<file path="config.mk">
export PLATFORM = sky130hd
export DESIGN_NAME = alu_arbiter
export DESIGN_NICKNAME = d
export VERILOG_FILES = /design/src/rtl/alu_arbiter.sv
export SDC_FILE = /design/constraint.sdc
export NUM_CORES = 1
export LEC_CHECK = 0
export CORE_UTILIZATION = 35
export CTS_CLUSTER_DIAMETER = 60
export DETAILED_ROUTE_END_ITERATION = 16
export PLACE_DENSITY = 0.76
export SLEW_MARGIN = 0
export SYNTH_ARGS = -nofsm -noshare
export SYNTH_HDL_FRONTEND = slang
export SYNTH_SLANG_ARGS = --single-unit
</file>
<file path="constraint.sdc">
create_clock -name clk -period 2.1 [get_ports clk]
set_input_delay 0.21 -clock clk [delete_from_list [all_inputs] [get_ports clk]]
set_output_delay 0.21 -clock clk [all_outputs]
set_load 0.03 [all_outputs]
</file>
<file path="src/rtl/alu_arbiter.sv">
// Round-robin front end that shares one external combinational ALU between NUM_REQ requesters.
// One op is accepted per cycle; each result is parked in that requester's response register.
module alu_arbiter #(
  parameter int NUM_REQ    = 2,
  parameter int DATA_WIDTH = 32,
  parameter int CTRL_WIDTH = 4
) (
  input  logic                          clk,
  input  logic                          rst_n,
  input  logic [NUM_REQ-1:0]            req_valid,
  output logic [NUM_REQ-1:0]            req_ready,
  input  logic [NUM_REQ*DATA_WIDTH-1:0] req_a,
  input  logic [NUM_REQ*DATA_WIDTH-1:0] req_b,
  input  logic [NUM_REQ*CTRL_WIDTH-1:0] req_ctrl,
  output logic [NUM_REQ-1:0]            rsp_valid,
  input  logic [NUM_REQ-1:0]            rsp_ready,
  output logic [NUM_REQ*DATA_WIDTH-1:0] rsp_result,
  output logic [NUM_REQ-1:0]            rsp_zero,
  output logic [DATA_WIDTH-1:0]         alu_a,
  output logic [DATA_WIDTH-1:0]         alu_b,
  output logic [CTRL_WIDTH-1:0]         alu_ctrl,
  input  logic [DATA_WIDTH-1:0]         alu_result,
  input  logic                          alu_zero,
  output logic                          busy
);

  localparam int IDW = (NUM_REQ > 1) ? $clog2(NUM_REQ) : 1;
  localparam int CW  = IDW + 1;

  logic                  s1_valid_reg;
  logic [IDW-1:0]        s1_id_reg;
  logic [IDW-1:0]        ptr_reg;
  logic [DATA_WIDTH-1:0] alu_a_reg;
  logic [DATA_WIDTH-1:0] alu_b_reg;
  logic [CTRL_WIDTH-1:0] alu_ctrl_reg;

  logic [NUM_REQ-1:0]    inflight;
  logic [NUM_REQ-1:0]    elig;
  logic [NUM_REQ-1:0]    grant_onehot;
  logic                  grant_any;
  logic [IDW-1:0]        grant_id;
  logic [CW-1:0]         cand;

  logic [DATA_WIDTH-1:0] a_arr    [NUM_REQ];
  logic [DATA_WIDTH-1:0] b_arr    [NUM_REQ];
  logic [CTRL_WIDTH-1:0] ctrl_arr [NUM_REQ];

  // A requester may only have one op outstanding: in the ALU stage or waiting in its response slot.
  genvar gi;
  generate
    for (gi = 0; gi < NUM_REQ; gi++) begin : g_req
      logic                  valid_reg;
      logic [DATA_WIDTH-1:0] result_reg;
      logic                  zero_reg;

      assign a_arr[gi]    = req_a[gi*DATA_WIDTH +: DATA_WIDTH];
      assign b_arr[gi]    = req_b[gi*DATA_WIDTH +: DATA_WIDTH];
      assign ctrl_arr[gi] = req_ctrl[gi*CTRL_WIDTH +: CTRL_WIDTH];

      assign inflight[gi] = s1_valid_reg && (s1_id_reg == IDW'(gi));
      assign elig[gi]     = req_valid[gi] & ~inflight[gi] & ~valid_reg;

      always_ff @(posedge clk or negedge rst_n) begin
        if (!rst_n) begin
          valid_reg  <= 1'b0;
          result_reg <= '0;
          zero_reg   <= 1'b0;
        end else if (inflight[gi]) begin
          valid_reg  <= 1'b1;
          result_reg <= alu_result;
          zero_reg   <= alu_zero;
        end else if (valid_reg && rsp_ready[gi]) begin
          valid_reg  <= 1'b0;
        end
      end

      assign rsp_valid[gi]                              = valid_reg;
      assign rsp_result[gi*DATA_WIDTH +: DATA_WIDTH]    = result_reg;
      assign rsp_zero[gi]                               = zero_reg;
    end
  endgenerate

  // Search starts one past the last winner, so the last winner has lowest priority.
  always_comb begin
    grant_onehot = '0;
    grant_id     = '0;
    grant_any    = 1'b0;
    cand         = '0;
    for (int k = 1; k <= NUM_REQ; k++) begin
      cand = {1'b0, ptr_reg} + CW'(k);
      if (cand >= CW'(NUM_REQ)) begin
        cand = cand - CW'(NUM_REQ);
      end
      if (!grant_any && elig[cand[IDW-1:0]]) begin
        grant_any                    = 1'b1;
        grant_id                     = cand[IDW-1:0];
        grant_onehot[cand[IDW-1:0]]  = 1'b1;
      end
    end
  end

  always_ff @(posedge clk or negedge rst_n) begin
    if (!rst_n) begin
      s1_valid_reg <= 1'b0;
      s1_id_reg    <= '0;
      ptr_reg      <= IDW'(NUM_REQ - 1);
      alu_a_reg    <= '0;
      alu_b_reg    <= '0;
      alu_ctrl_reg <= '0;
    end else begin
      s1_valid_reg <= grant_any;
      if (grant_any) begin
        s1_id_reg    <= grant_id;
        ptr_reg      <= grant_id;
        alu_a_reg    <= a_arr[grant_id];
        alu_b_reg    <= b_arr[grant_id];
        alu_ctrl_reg <= ctrl_arr[grant_id];
      end
    end
  end

  assign req_ready = grant_onehot;
  assign alu_a     = alu_a_reg;
  assign alu_b     = alu_b_reg;
  assign alu_ctrl  = alu_ctrl_reg;
  assign busy      = s1_valid_reg;

endmodule

</file>
# Yosys cells after proc, flatten, opt, wreduce, memory -nomap -nowiden
# Index checks and enable logic that the tools add are counted.
word_totals:
  output_inout_bits: 139
  regBits: 139
  word_cells: 73
op_classes:
  n_bitwise: 11
  order_cmp: 7
  muxes: 29
  addsub: 4
  n_reduce_logical: 10
ops:
  columns: ["operator", "n"]
  rows:
  - ["2-to-1 mux 32 bit", 6]
  - ["2-to-1 mux 1 bit", 16]
  - ["2-to-1 mux 4 bit", 3]
  - ["logical AND 1 bit", 7]
  - ["greater-or-equal comparator 2 bit, second input constant", 3]
  - ["NOT 1 bit", 5]
  - ["bitwise AND 1 bit", 4]
  - ["less-than comparator 1 x 2 -> 1 bit, second input constant", 2]
  - ["2-to-1 mux 2 bit", 2]
  - ["nonzero test 2 bit", 2]
  - ["adder 1 x 1 -> 2 bit, second input constant", 1]
  - ["adder 1 x 2 -> 2 bit, second input constant", 1]
  - ["demux 1 bit (select 1 bit)", 2]
  - ["greater-or-equal comparator 1 bit, second input constant", 2]
  - ["NOT 1 -> 2 bit", 1]
  - ["bitwise OR 2 bit", 1]
  - ["subtractor 1 bit, second input constant", 2]
  - ["zero test 1 bit", 1]

# Longest topological paths before layout
depth:
  ltp_word: 15
  depth_mapped: 6

# Worst setup path before layout
# Ideal clock, no wire load.
synth_path:
  path_kind: "reg2reg"
  from: "register s1_valid_reg (netlist: busy)"
  to: "register alu_a_reg[12] (netlist: alu_a[12])"
  n_path_buf: 3
  synth_period_minus_slack_ns: 1.815
  stages_incl_launch_ff: 7
  arrival_ns: 1.682
  slack_ns: 0.285
  setup_time_ns: 0.133
  path_cell_list: "dfrtp_1 and2_1 buf_2 a311oi_2 buf_2 buf_4 a222oi_1"
synth_via:
  elab_chain_cells: 14
synth_lines:
  columns: ["element", "line", "rtl"]
  rows:
  - ["from (decl)", "30", "logic s1_valid_reg;"]
  - ["from (signal assigned)", "111", "s1_valid_reg <= grant_any;"]
  - ["logical AND 1 bit", "60", "assign inflight[gi] = s1_valid_reg && (s1_id_reg == IDW'(gi));"]
  - ["NOT 1 bit", "61", "assign elig[gi] = req_valid[gi] & ~inflight[gi] & ~valid_reg;"]
  - ["bitwise AND 1 bit (2 in series)", "61", null]
  - ["2-to-1 mux 1 bit (not written as such) (2 in series)", "94", "if (!grant_any && elig[cand[IDW-1:0]]) begin"]
  - ["2-to-1 mux 1 bit", "94", null]
  - ["zero test 1 bit", "94", null]
  - ["logical AND 1 bit", "94", null]
  - ["2-to-1 mux 1 bit", "94", null]
  - ["NOT 1 -> 2 bit (not written as such)", "115", "alu_a_reg <= a_arr[grant_id];"]
  - ["2-to-1 mux 32 bit (not written as such) (3 in series)", "115", null]
  - ["to (signal assigned)", "115", null]
  - ["to (decl)", "33", "logic [DATA_WIDTH-1:0] alu_a_reg;"]
# Several ways; a longest one is shown, not always the timed one. The select of a mux whose other input is x is not followed.
# A chain may end at the register's enable or synchronous reset.

# Final worst setup path
layout_path:
  from: "register s1_id_reg"
  to: "output port req_ready[0]"
layout_via:
  elab_chain_cells: 11
layout_lines:
  columns: ["element", "line", "rtl"]
  rows:
  - ["from (decl)", "31", "logic [IDW-1:0] s1_id_reg;"]
  - ["from (signal assigned)", "113", "s1_id_reg <= grant_id;"]
  - ["NOT 1 bit", "60", null]
  - ["logical AND 1 bit", "60", null]
  - ["NOT 1 bit", "61", null]
  - ["bitwise AND 1 bit (2 in series)", "61", null]
  - ["2-to-1 mux 1 bit (not written as such) (2 in series)", "94", null]
  - ["2-to-1 mux 1 bit", "94", null]
  - ["zero test 1 bit", "94", null]
  - ["logical AND 1 bit", "94", null]
  - ["2-to-1 mux 2 bit (*)", "94", null]
  - ["to (decl)", "11", "output logic [NUM_REQ-1:0] req_ready,"]
# Every way passes the cells marked *; elsewhere a longest branch is shown, timed or not. The select of a mux whose other input is x is not followed.

==> impl_metrics.ini <==
[status]
outcome = completed

[sta]
fin_tns_setup_ns = 0
timing.hold.ws_ns = 0.321
setup_viol = 0
hold_viol_final = 0
fin_crit_sh_pct = 95.4
rsz0062_at_grt = no
slew_headroom_pct = 68.7
worst_slack_ns = 0.0956
maxSlewViolCount = 0
max_freq_ghz = 0.499
clock_skew_ns = 0.00746
tightest_slew_ns = 0.470
post-route-min-period_ns = 2.00

[power]
switchingPower_mw = 6.94
intPower_mw = 10.3
powerDensity_mw_per_mm2 = 1710
total_power_mw = 17.2
ir_drop_v = 0.000774
power_frac_comb_pct = 53.9
leakagePower_nw = 4.85
p_clk_share_pct = 18.2
p_sw_share_pct = 40.3
p_seq_share_pct = 27.9

[place]
pre_cts_ws_ns = 0.109
port_buffers = 313
globalplace.congestion = 0.750
place_area_mm2 = 0.00942
dp_cells = 1044
hpwlAfterDp_mm = 12.3

[final_layout]
final_util_pct = 60.7
layout_common_cells = clkdlybuf4s50_1, inv_1, dfrtp_1
drive_gt1_share_pct = 14.0
area.growth.synth_to_final_pct = 68.8
largest_reg_flops = 64
fin_nets = 1020
fin_cells = 1078
fillers = 1406
final_common_cell = clkdlybuf4s50_1
design_area_mm2 = 0.0101
num_antenna_cells = 0

[setup_path]
reg2reg_from = s1_id_reg
start_kind = flip-flop
crit_chain = and2_2 -> o311a_4 -> buf_12 -> buf_4
r2r_slack_ns = 0.36
criticalPathCategory = flip-flop to output pin
r2r_cells = 4
max_stage_delay_ns = 0.40
crit_fanout = 23
crit_buf_inv = 2
cp.required_ns = 1.89
cp.arrival_ns = 1.79
crit_path_end_kind = output pin
cpLargestDelayFamily = compound AO/OA/AOI/OAI gates
timing.rr.end = alu_a[15]
slowest_stage = o311a_4

[clocking]
clock_latency_ns = 0.41
clock-sinks = 139
clk_path_buf_depth = 2
clkTransAtPathRegs_ns = 0.06
tritoncts = yes
numCtsBuffers = 17
htreeDepth = 4
cts-root-buf = clkbuf_16

[logic_synthesis]
seq_area_frac_synth_pct = 58.3
syn_avg_cell_area_um2 = 11.3
ys_ff_latch = 139
synth.distinct_cells = 22
syn_inst = 530
yosys_warnings = 0
syn-cell-area_mm2 = 0.00597
synth_nets = 705

[floorplanning]
die_h_um = 133
boundaryPins = 314
die_w_um = 133
core.rowCount = 47
start_util_pct = 36.0
die_area_mm2 = 0.0176
coreArea_mm2 = 0.0166

[grt]
grt_pass1_wl_mm = 26.9
grt_max_degree = 55
grt_usage_pct = 19.7
grt_remaining_overflow = 0
antenna_found_initial = 0
grt_pass1_vias = 5241

[route]
vias_per_cell = 4.73
wire_per_inst_um = 15.7
wirelength_mm = 17.0
drt_iter0_drc = 467
vias = 5096
drtAntennaViolNets = 0
dr.pass1.iters = 8
drc_errors = 0

[run]
drv_cap = 0

[min_path]
hold_path.class = input port to asynchronous set/reset pin
## synth_stat cells
master,instances,area [um2]
inv_1,208,781
dfrtp_1,138,3450
a222oi_1,68,681
mux2_2,66,743
clkbuf_1,15,56.3
buf_2,10,50.1
buf_4,5,37.5
o21ai_0,3,15.0
buf_6,2,22.5
nand2b_1,2,12.5
nor2b_1,2,12.5
a211o_1,1,8.76
a21oi_1,1,5.00
a22oi_2,1,12.5
a311oi_2,1,15.0
a31oi_1,1,6.26
and2_1,1,6.26
buf_1,1,3.75
dfstp_2,1,26.3
nand2_1,1,3.75
nor2_1,1,3.75
o311a_1,1,10.0
## worst max path at each step
stage,start,endpoint,slack (ns),cells after the start
floorplan,busy,alu_a[12],0.28,6
global route,s1_id_reg,req_ready[0],0.01,4
finish,s1_id_reg,req_ready[0],0.1,4
CTS,busy,req_ready[0],0.002,4
detailed placement,req_valid[1],alu_a[15],0.11,5
global placement,req_valid[1],alu_b[16],0.20,5
## cell type report
class | count | area (um2) | area share [%]
flip-flops and latches | 139 | 3480 | 34.5
repair buffers | 329 | 3350 | 33.3
multi-input cells | 150 | 1560 | 15.5
inverters | 208 | 781 | 7.75
clock buffers | 23 | 488 | 4.84
well taps | 220 | 275 | 2.73
clock inverters | 9 | 135 | 1.34
## worst register-to-register path, cell delays in order, from the launching register on
cell	delay, ns
dfrtp_1	0.39
and2_2	0.25
o311a_4	0.40
buf_12	0.19
a222oi_1	0.40
## metal layers
layer	up-vias	part of all wire [%]	global-route usage [%]
li1	2365	-	-
met1	2469	38	22.0
met2	247	51	34.9
met3	15	9.2	7.43
met4	0	1.3	5.68
met5	-	0	0
## what timing repair did
item | in CTS | in global routing
setup endpoints to repair | 0 | 1
hold buffers | 1 | 0
hold endpoints to repair | 46 | 0
setup buffers | 0 | 1
gates resized for setup | 0 | 2
## logic make-up after synthesis
group                  Yosys count  share of synthesized area (%)
buffers and inverters          241                           15.9
AO/OA/AOI/OAI                   77                           12.6
multiplexers                    66                           12.5
AND/OR/NAND/NOR                  7                          0.650
flip-flops                     139                           58.3
## power groups by stage
| stage | Sequential [mW] | Combinational [mW] | Clock (mW) |
|---|---|---|---|
| 6_report | 4.81 | 9.28 | 3.14 |
| 5_1_grt | 4.99 | 9.76 | 3.34 |
| 4_1_cts | 4.82 | 9.34 | 3.21 |
| 3_5_place_dp | 4.84 | 9.33 | 0 |
| 3_3_place_gp | 4.79 | 9.19 | 0 |
| 2_1_floorplan | 7.34 | 2.78 | 0 |
No activity file was read; power rests on OpenSTA's default activity.
